===== src/rtl/mips_defs_pkg.sv =====
// mips_defs_pkg
//   Shared definitions for the MIPS32 front end: data/PC widths, the all-zero
//   word used for cleared pipeline registers, the NOP encoding, and the
//   fetch FSM state type.
package mips_defs_pkg;

    localparam int INST_W = 32;
    localparam int PC_W   = 32;

    localparam logic [INST_W-1:0] ZERO_WORD = 32'h0000_0000;
    localparam logic [INST_W-1:0] NOP_INST  = 32'h0000_0000;

    // START: post-reset idle cycle, ROM disabled
    // RUN  : normal fetch, ROM enabled
    typedef enum logic {
        START = 1'b0,
        RUN   = 1'b1
    } fetch_state_e;

endpackage


===== src/rtl/pc_reg.sv =====
// pc_reg
//   Program counter, the START/RUN fetch FSM and the next-PC mux.
//   Optional feature: FETCH_ALIGN_CHK_EN adds misaligned-branch rejection.
// Ports:
//   clk, rst           - clock, asynchronous active-high reset
//   stall, flush       - downstream hold / kill requests
//   branch_flag        - redirect request, target in branch_target
//   pc                 - current PC (byte address)
//   run                - FSM is in RUN (drives the ROM enable)
//   branch_reject      - (FETCH_ALIGN_CHK_EN only) branch target is not
//                        word aligned, so the redirect must be refused
module pc_reg
    import mips_defs_pkg::*;
#(
    parameter logic [31:0] RESET_PC = 32'h0000_0000
) (
    input  logic            clk,
    input  logic            rst,
    input  logic            stall,
    input  logic            flush,
    input  logic            branch_flag,
    input  logic [PC_W-1:0] branch_target,
    output logic [PC_W-1:0] pc,
`ifdef FETCH_ALIGN_CHK_EN
    output logic            branch_reject,
`endif
    output logic            run
);

    fetch_state_e    state_q, state_d;
    logic [PC_W-1:0] pc_q, pc_d;
    logic            reject;

`ifdef FETCH_ALIGN_CHK_EN
    assign reject        = (branch_target[1:0] != 2'b00);
    assign branch_reject = reject;
`else
    assign reject = 1'b0;
`endif

    always_ff @(posedge clk or posedge rst) begin
        if (rst) begin
            state_q <= START;
            pc_q    <= RESET_PC;
        end else begin
            state_q <= state_d;
            pc_q    <= pc_d;
        end
    end

    // Priority in RUN: flush > branch > stall > sequential.
    // A flush still advances the PC; only the captured instruction is killed.
    always_comb begin
        state_d = state_q;
        pc_d    = pc_q;
        case (state_q)
            START: state_d = RUN;
            RUN: begin
                if (flush) begin
                    pc_d = pc_q + 32'd4;
                end else if (branch_flag) begin
                    if (!reject) pc_d = branch_target;
                end else if (!stall) begin
                    pc_d = pc_q + 32'd4;
                end
            end
            default: state_d = START;
        endcase
    end

    assign pc  = pc_q;
    assign run = (state_q == RUN);

endmodule


===== src/rtl/inst_fetch.sv =====
// inst_fetch
//   MIPS32 instruction-fetch stage. Drives a word address to a combinational
//   instruction ROM and captures PC + instruction into the IF/ID register.
//   Optional feature: FETCH_ALIGN_CHK_EN (adds fetch_misalign output).
// Ports:
//   clk, rst           - clock, asynchronous active-high reset
//   rom_ce, rom_addr   - ROM enable and word address (pc[ADDR_W+1:2])
//   rom_data           - instruction returned by the ROM in the same cycle
//   stall, flush       - downstream hold / bubble-insert requests
//   branch_flag/target - PC redirect
//   id_pc, id_inst     - IF/ID register contents
//   id_valid           - IF/ID holds a real instruction
//   fetch_misalign     - (FETCH_ALIGN_CHK_EN only) one-cycle pulse when a
//                        misaligned branch target was rejected
module inst_fetch
    import mips_defs_pkg::*;
#(
    parameter int          ADDR_W   = 5,
    parameter logic [31:0] RESET_PC = 32'h0000_0000
) (
    input  logic              clk,
    input  logic              rst,
    output logic              rom_ce,
    output logic [ADDR_W-1:0] rom_addr,
    input  logic [INST_W-1:0] rom_data,
    input  logic              stall,
    input  logic              flush,
    input  logic              branch_flag,
    input  logic [PC_W-1:0]   branch_target,
    output logic [PC_W-1:0]   id_pc,
    output logic [INST_W-1:0] id_inst,
`ifdef FETCH_ALIGN_CHK_EN
    output logic              fetch_misalign,
`endif
    output logic              id_valid
);

    logic [PC_W-1:0]   pc;
    logic              run;
    logic [PC_W-1:0]   id_pc_q, id_pc_d;
    logic [INST_W-1:0] id_inst_q, id_inst_d;
    logic              id_valid_q, id_valid_d;
`ifdef FETCH_ALIGN_CHK_EN
    logic              branch_reject;
    logic              misalign_q, misalign_d;
`endif

    pc_reg #(
        .RESET_PC (RESET_PC)
    ) u_pc_reg (
        .clk           (clk),
        .rst           (rst),
        .stall         (stall),
        .flush         (flush),
        .branch_flag   (branch_flag),
        .branch_target (branch_target),
        .pc            (pc),
`ifdef FETCH_ALIGN_CHK_EN
        .branch_reject (branch_reject),
`endif
        .run           (run)
    );

    // Word address; upper PC bits are dropped so the fetch wraps in the ROM.
    assign rom_addr = pc[ADDR_W+1:2];
    assign rom_ce   = run;

    always_ff @(posedge clk or posedge rst) begin
        if (rst) begin
            id_pc_q    <= ZERO_WORD;
            id_inst_q  <= NOP_INST;
            id_valid_q <= 1'b0;
`ifdef FETCH_ALIGN_CHK_EN
            misalign_q <= 1'b0;
`endif
        end else begin
            id_pc_q    <= id_pc_d;
            id_inst_q  <= id_inst_d;
            id_valid_q <= id_valid_d;
`ifdef FETCH_ALIGN_CHK_EN
            misalign_q <= misalign_d;
`endif
        end
    end

    // Branch kills the instruction fetched alongside it (no delay slot),
    // but leaves id_pc alone since id_valid=0 already marks it as junk.
    always_comb begin
        id_pc_d    = id_pc_q;
        id_inst_d  = id_inst_q;
        id_valid_d = id_valid_q;
`ifdef FETCH_ALIGN_CHK_EN
        misalign_d = 1'b0;
`endif
        if (run) begin
            if (flush) begin
                id_pc_d    = ZERO_WORD;
                id_inst_d  = NOP_INST;
                id_valid_d = 1'b0;
            end else if (branch_flag) begin
                id_inst_d  = NOP_INST;
                id_valid_d = 1'b0;
`ifdef FETCH_ALIGN_CHK_EN
                misalign_d = branch_reject;
`endif
            end else if (!stall) begin
                id_pc_d    = pc;
                id_inst_d  = rom_data;
                id_valid_d = 1'b1;
            end
        end
    end

    assign id_pc    = id_pc_q;
    assign id_inst  = id_inst_q;
    assign id_valid = id_valid_q;
`ifdef FETCH_ALIGN_CHK_EN
    assign fetch_misalign = misalign_q;
`endif

endmodule


===== config.mk =====
export PLATFORM = sky130hd
export DESIGN_NAME = inst_fetch
export DESIGN_NICKNAME = d
export VERILOG_FILES = /design/src/rtl/mips_defs_pkg.sv /design/src/rtl/pc_reg.sv /design/src/rtl/inst_fetch.sv
export SDC_FILE = /design/constraint.sdc
export NUM_CORES = 1
export LEC_CHECK = 0
export BUFFER_PORTS_ARGS = -buffer_cell sky130_fd_sc_hd__buf_4
export CAP_MARGIN = 5
export CELL_PAD_IN_SITES_DETAIL_PLACEMENT = 1
export CELL_PAD_IN_SITES_GLOBAL_PLACEMENT = 2
export CORE_ASPECT_RATIO = 1.75
export CORE_UTILIZATION = 28
export DETAILED_ROUTE_END_ITERATION = 12
export PLACE_DENSITY_LB_ADDON = 0.1
export SLEW_MARGIN = 20
export SYNTH_ARGS = -nofsm -noshare
export SYNTH_HDL_FRONTEND = slang
export SYNTH_SLANG_ARGS = --single-unit

===== constraint.sdc =====
create_clock -name clk -period 3.2 [get_ports clk]
set_input_delay 0.64 -clock clk [delete_from_list [all_inputs] [get_ports clk]]
set_output_delay 0.64 -clock clk [all_outputs]
set_load 0.05 [all_outputs]

==> impl_results.md <==
* Clk buf depth at 2
* Total CTS buffers at 9
* Total GRT Usage at 17.73%
* Commonest non-fill, non-tap cell in the layout: buf_4
* Core Area at 15,950 um2
* Hold Path Class: input pin to async pin
* Comb power frac at 27.2%
* Top-Level Pins at 140
* Die Width at 98.90 um
* Die H at 171.6 um
* Post-synth EDFFs at 0
* CTS tree: done
* Crit end category: register
* Via/cell ratio at 5.162
* Port bufs at 139
* Syn Inst Count at 475
* Share of cells above drive strength 1 at 29.35%
* Crit path max-delay cell type: or4_1
* Critical path cell sequence: ha_1 -> nand4_2 -> or4_1 -> nor3_1 -> nand3b_1 -> nand4_1
* Seq/Total Area, Yosys at 53.30%
* Site Rows at 61
* GRT Residual Overflow at 0
* Slew HR at 54.47%
* Synthesized Nets at 545
* Outcome: complete, no violations
* Final Max Tran Viols at 0
* Clk sinks at 98
* First-pass GRT wire length at 23,400 um
* Clock power frac at 32.1%
* Setup CP Type: register to register
* Final Util at 38.74%
* WL final at 14,340 um
* Cell Area, Synth at 4601 um2
* Power Density at 634.7 nW/um2
* Post-DRT Antenna Nets at 0
* Placed Cells at 777
* CTS Hold Bufs at 0
* Int Power at 2548 uW
* RePlAce Congestion at 0.7365
* Worst-skew pair later-pin latency at 0.34 ns
* DRC violations left at 0
* Worst Path Required at 3.42 ns
* Ys Warns at 0
* Root buf cell: clkbuf_16
* Yosys top cell area share at 53.30%
* Tmin final at 2.294 ns
* Max cap viols at 0
* Top delay family on crit path: simple AND/OR/NAND/NOR gates
* # Post-CTS Setup Buffers at 0
* Synth Register Bits at 98
* Final cell count without fillers at 792
* Worst path buffer plus inverter count at 0
* Largest net degree at the start of global routing at 50
* Crit start category: register
* Slowest stage delay, CP at 0.69 ns
* Clk slew on worst S/H paths at 0.07 ns
* Post-CTS Resized at 0
* Final nets at 669
* P_sw at 1374 uW
* Fill cell count at 1,852
* Htree depth at 3
* Ant. Diodes at 0
* Total Power at 3922 uW
* Count of cell types in the netlist at 49
* Dominant synthesized flop cell: dfrtp_1
* RSZ-0062 raised after global routing: no
* Die area at 16,970 um2
* Post-synth top area cell: dfrtp_1
* F_max at 436.0 MHz
* Final period util at 71.67%
* Vias in the first global route at 4,502
* Setup tns final at 0 ns
* Area growth syn-to-layout at 34.32%
* Worst EP arrival at 2.52 ns
* Synth Area per Inst at 9.686 um2
* LEAKAGE at 0.002913 uW
* Peak VDD IR at 0.0003079 V
* Tightest Pin Transition at 0.6815 ns
* Register share of total power at 40.8%
* Initial core utilization at 28.84%
* Clk_skew at 0.008790 ns
* TritonRoute pass-1 iters at 4
* Initial DRC Count at 98
* Wire per inst at 18.11 um
* Hpwl dp at 10,560 um
* Setup-failing EPs final at 0
* Dominant cells by area after synthesis: dfrtp_1 (53%), a22o_1 (6.1%), nand2_1 (5.1%)
* Final hold vios at 0
* Most frequent cells in the layout: buf_4 (150), dfrtp_1 (98), nand2_1 (63), o21ai_0 (45), a22o_1 (32)
* Switching Fraction at 35.02%
* Initial antenna violation count at 0
* Async SR Flop Fraction at 100.0%
* Critical path peak fanout at 6
* Via count at 4,088
[cells in the mapped netlist (all sizes together), types with 4 or more instances]
master,n
a21oi,24
a22o,32
a2bb2oi,8
and3,7
and4,4
buf,20
clkbuf,19
dfrtp,98
inv,5
mux2i,4
nand2,63
nand2b,30
nand3,23
nand4,13
nor2,21
nor3,12
o21ai,47
o22ai,10
[final timing paths]
kind                                       startpoint                     endpoint  slack (ns)  cells after the start
min                                               rst         id_pc[1]$_DFFE_PP0P_        0.40                      2
max                        u_pc_reg.pc[2]$_DFFE_PP0P_  u_pc_reg.pc[26]$_DFFE_PP0P_        0.91                      6
min reg2reg                     id_pc[29]$_DFFE_PP0P_        id_pc[29]$_DFFE_PP0P_        0.48                      2
max reg2reg                u_pc_reg.pc[2]$_DFFE_PP0P_  u_pc_reg.pc[26]$_DFFE_PP0P_        0.91                      6
max in group asynchronous                         rst      id_inst[12]$_DFFE_PP0P_        2.01                      3
min in group clk                id_pc[29]$_DFFE_PP0P_        id_pc[29]$_DFFE_PP0P_        0.48                      2
[power groups by stage]
stage	Combinational (uW)	Sequential [uW]	Clock, uW
after floorplan	466	1850	0
after global placement	1060	1620	0
after detailed placement	1080	1630	0
after CTS	1080	1600	1290
after global routing	1160	1630	1330
final	1070	1600	1260
[through the flow]
stage | hold WS, ns | instance area (um2) | worst slack, ns
after CTS | 0.4156 | 6180 | 0.8729
after global routing | 0.4360 | 6180 | 0.7099
final | 0.3982 | 6180 | 0.9065
after floorplan | 0.4467 | 4604 | 1.286
after detailed placement | 0.4713 | 5838 | 0.8745
after global placement | 0.4591 | 5837 | 0.8118
[area by class of cell]
type | count | area, um2 | share of cell area (%)
Sequential cell | 98 | 2452 | 39.68
Clock inverter | 5 | 102.6 | 1.660
Tap cell | 189 | 236.5 | 3.827
Clock buffer | 10 | 239.0 | 3.867
Inverter | 5 | 22.52 | 0.3644
Multi-Input combinational cell | 333 | 1961 | 31.73
Timing Repair Buffer | 152 | 1166 | 18.87
[kinds of logic (layout without fill, tap and decap cells)]
| logic type | Yosys count | after routing | synth area share [%] |
|---|---|---|---|
| and+or+nand+nor | 184 | 184 | 20.32 |
| AOI/OAI and AO/OA | 143 | 143 | 20.42 |
| DFF | 98 | 98 | 53.30 |
| muxes | 4 | 4 | 0.8703 |
| adders and majority gates | 1 | 1 | 0.2719 |
| buffers and inverters | 44 | 172 | 4.732 |
| other | 1 | 1 | 0.08151 |
[layer usage]
layer | GRT usage, % | routed length [um] | vias up
met2 | 32.26 | 7466 | 114
met4 | 7.138 | 345 | 0
li1 | - | - | 1952
met3 | 3.251 | 646 | 18
met1 | 20.28 | 5881 | 2004
met5 | 0 | 0 | -
No activity file was read; power rests on OpenSTA's default activity.
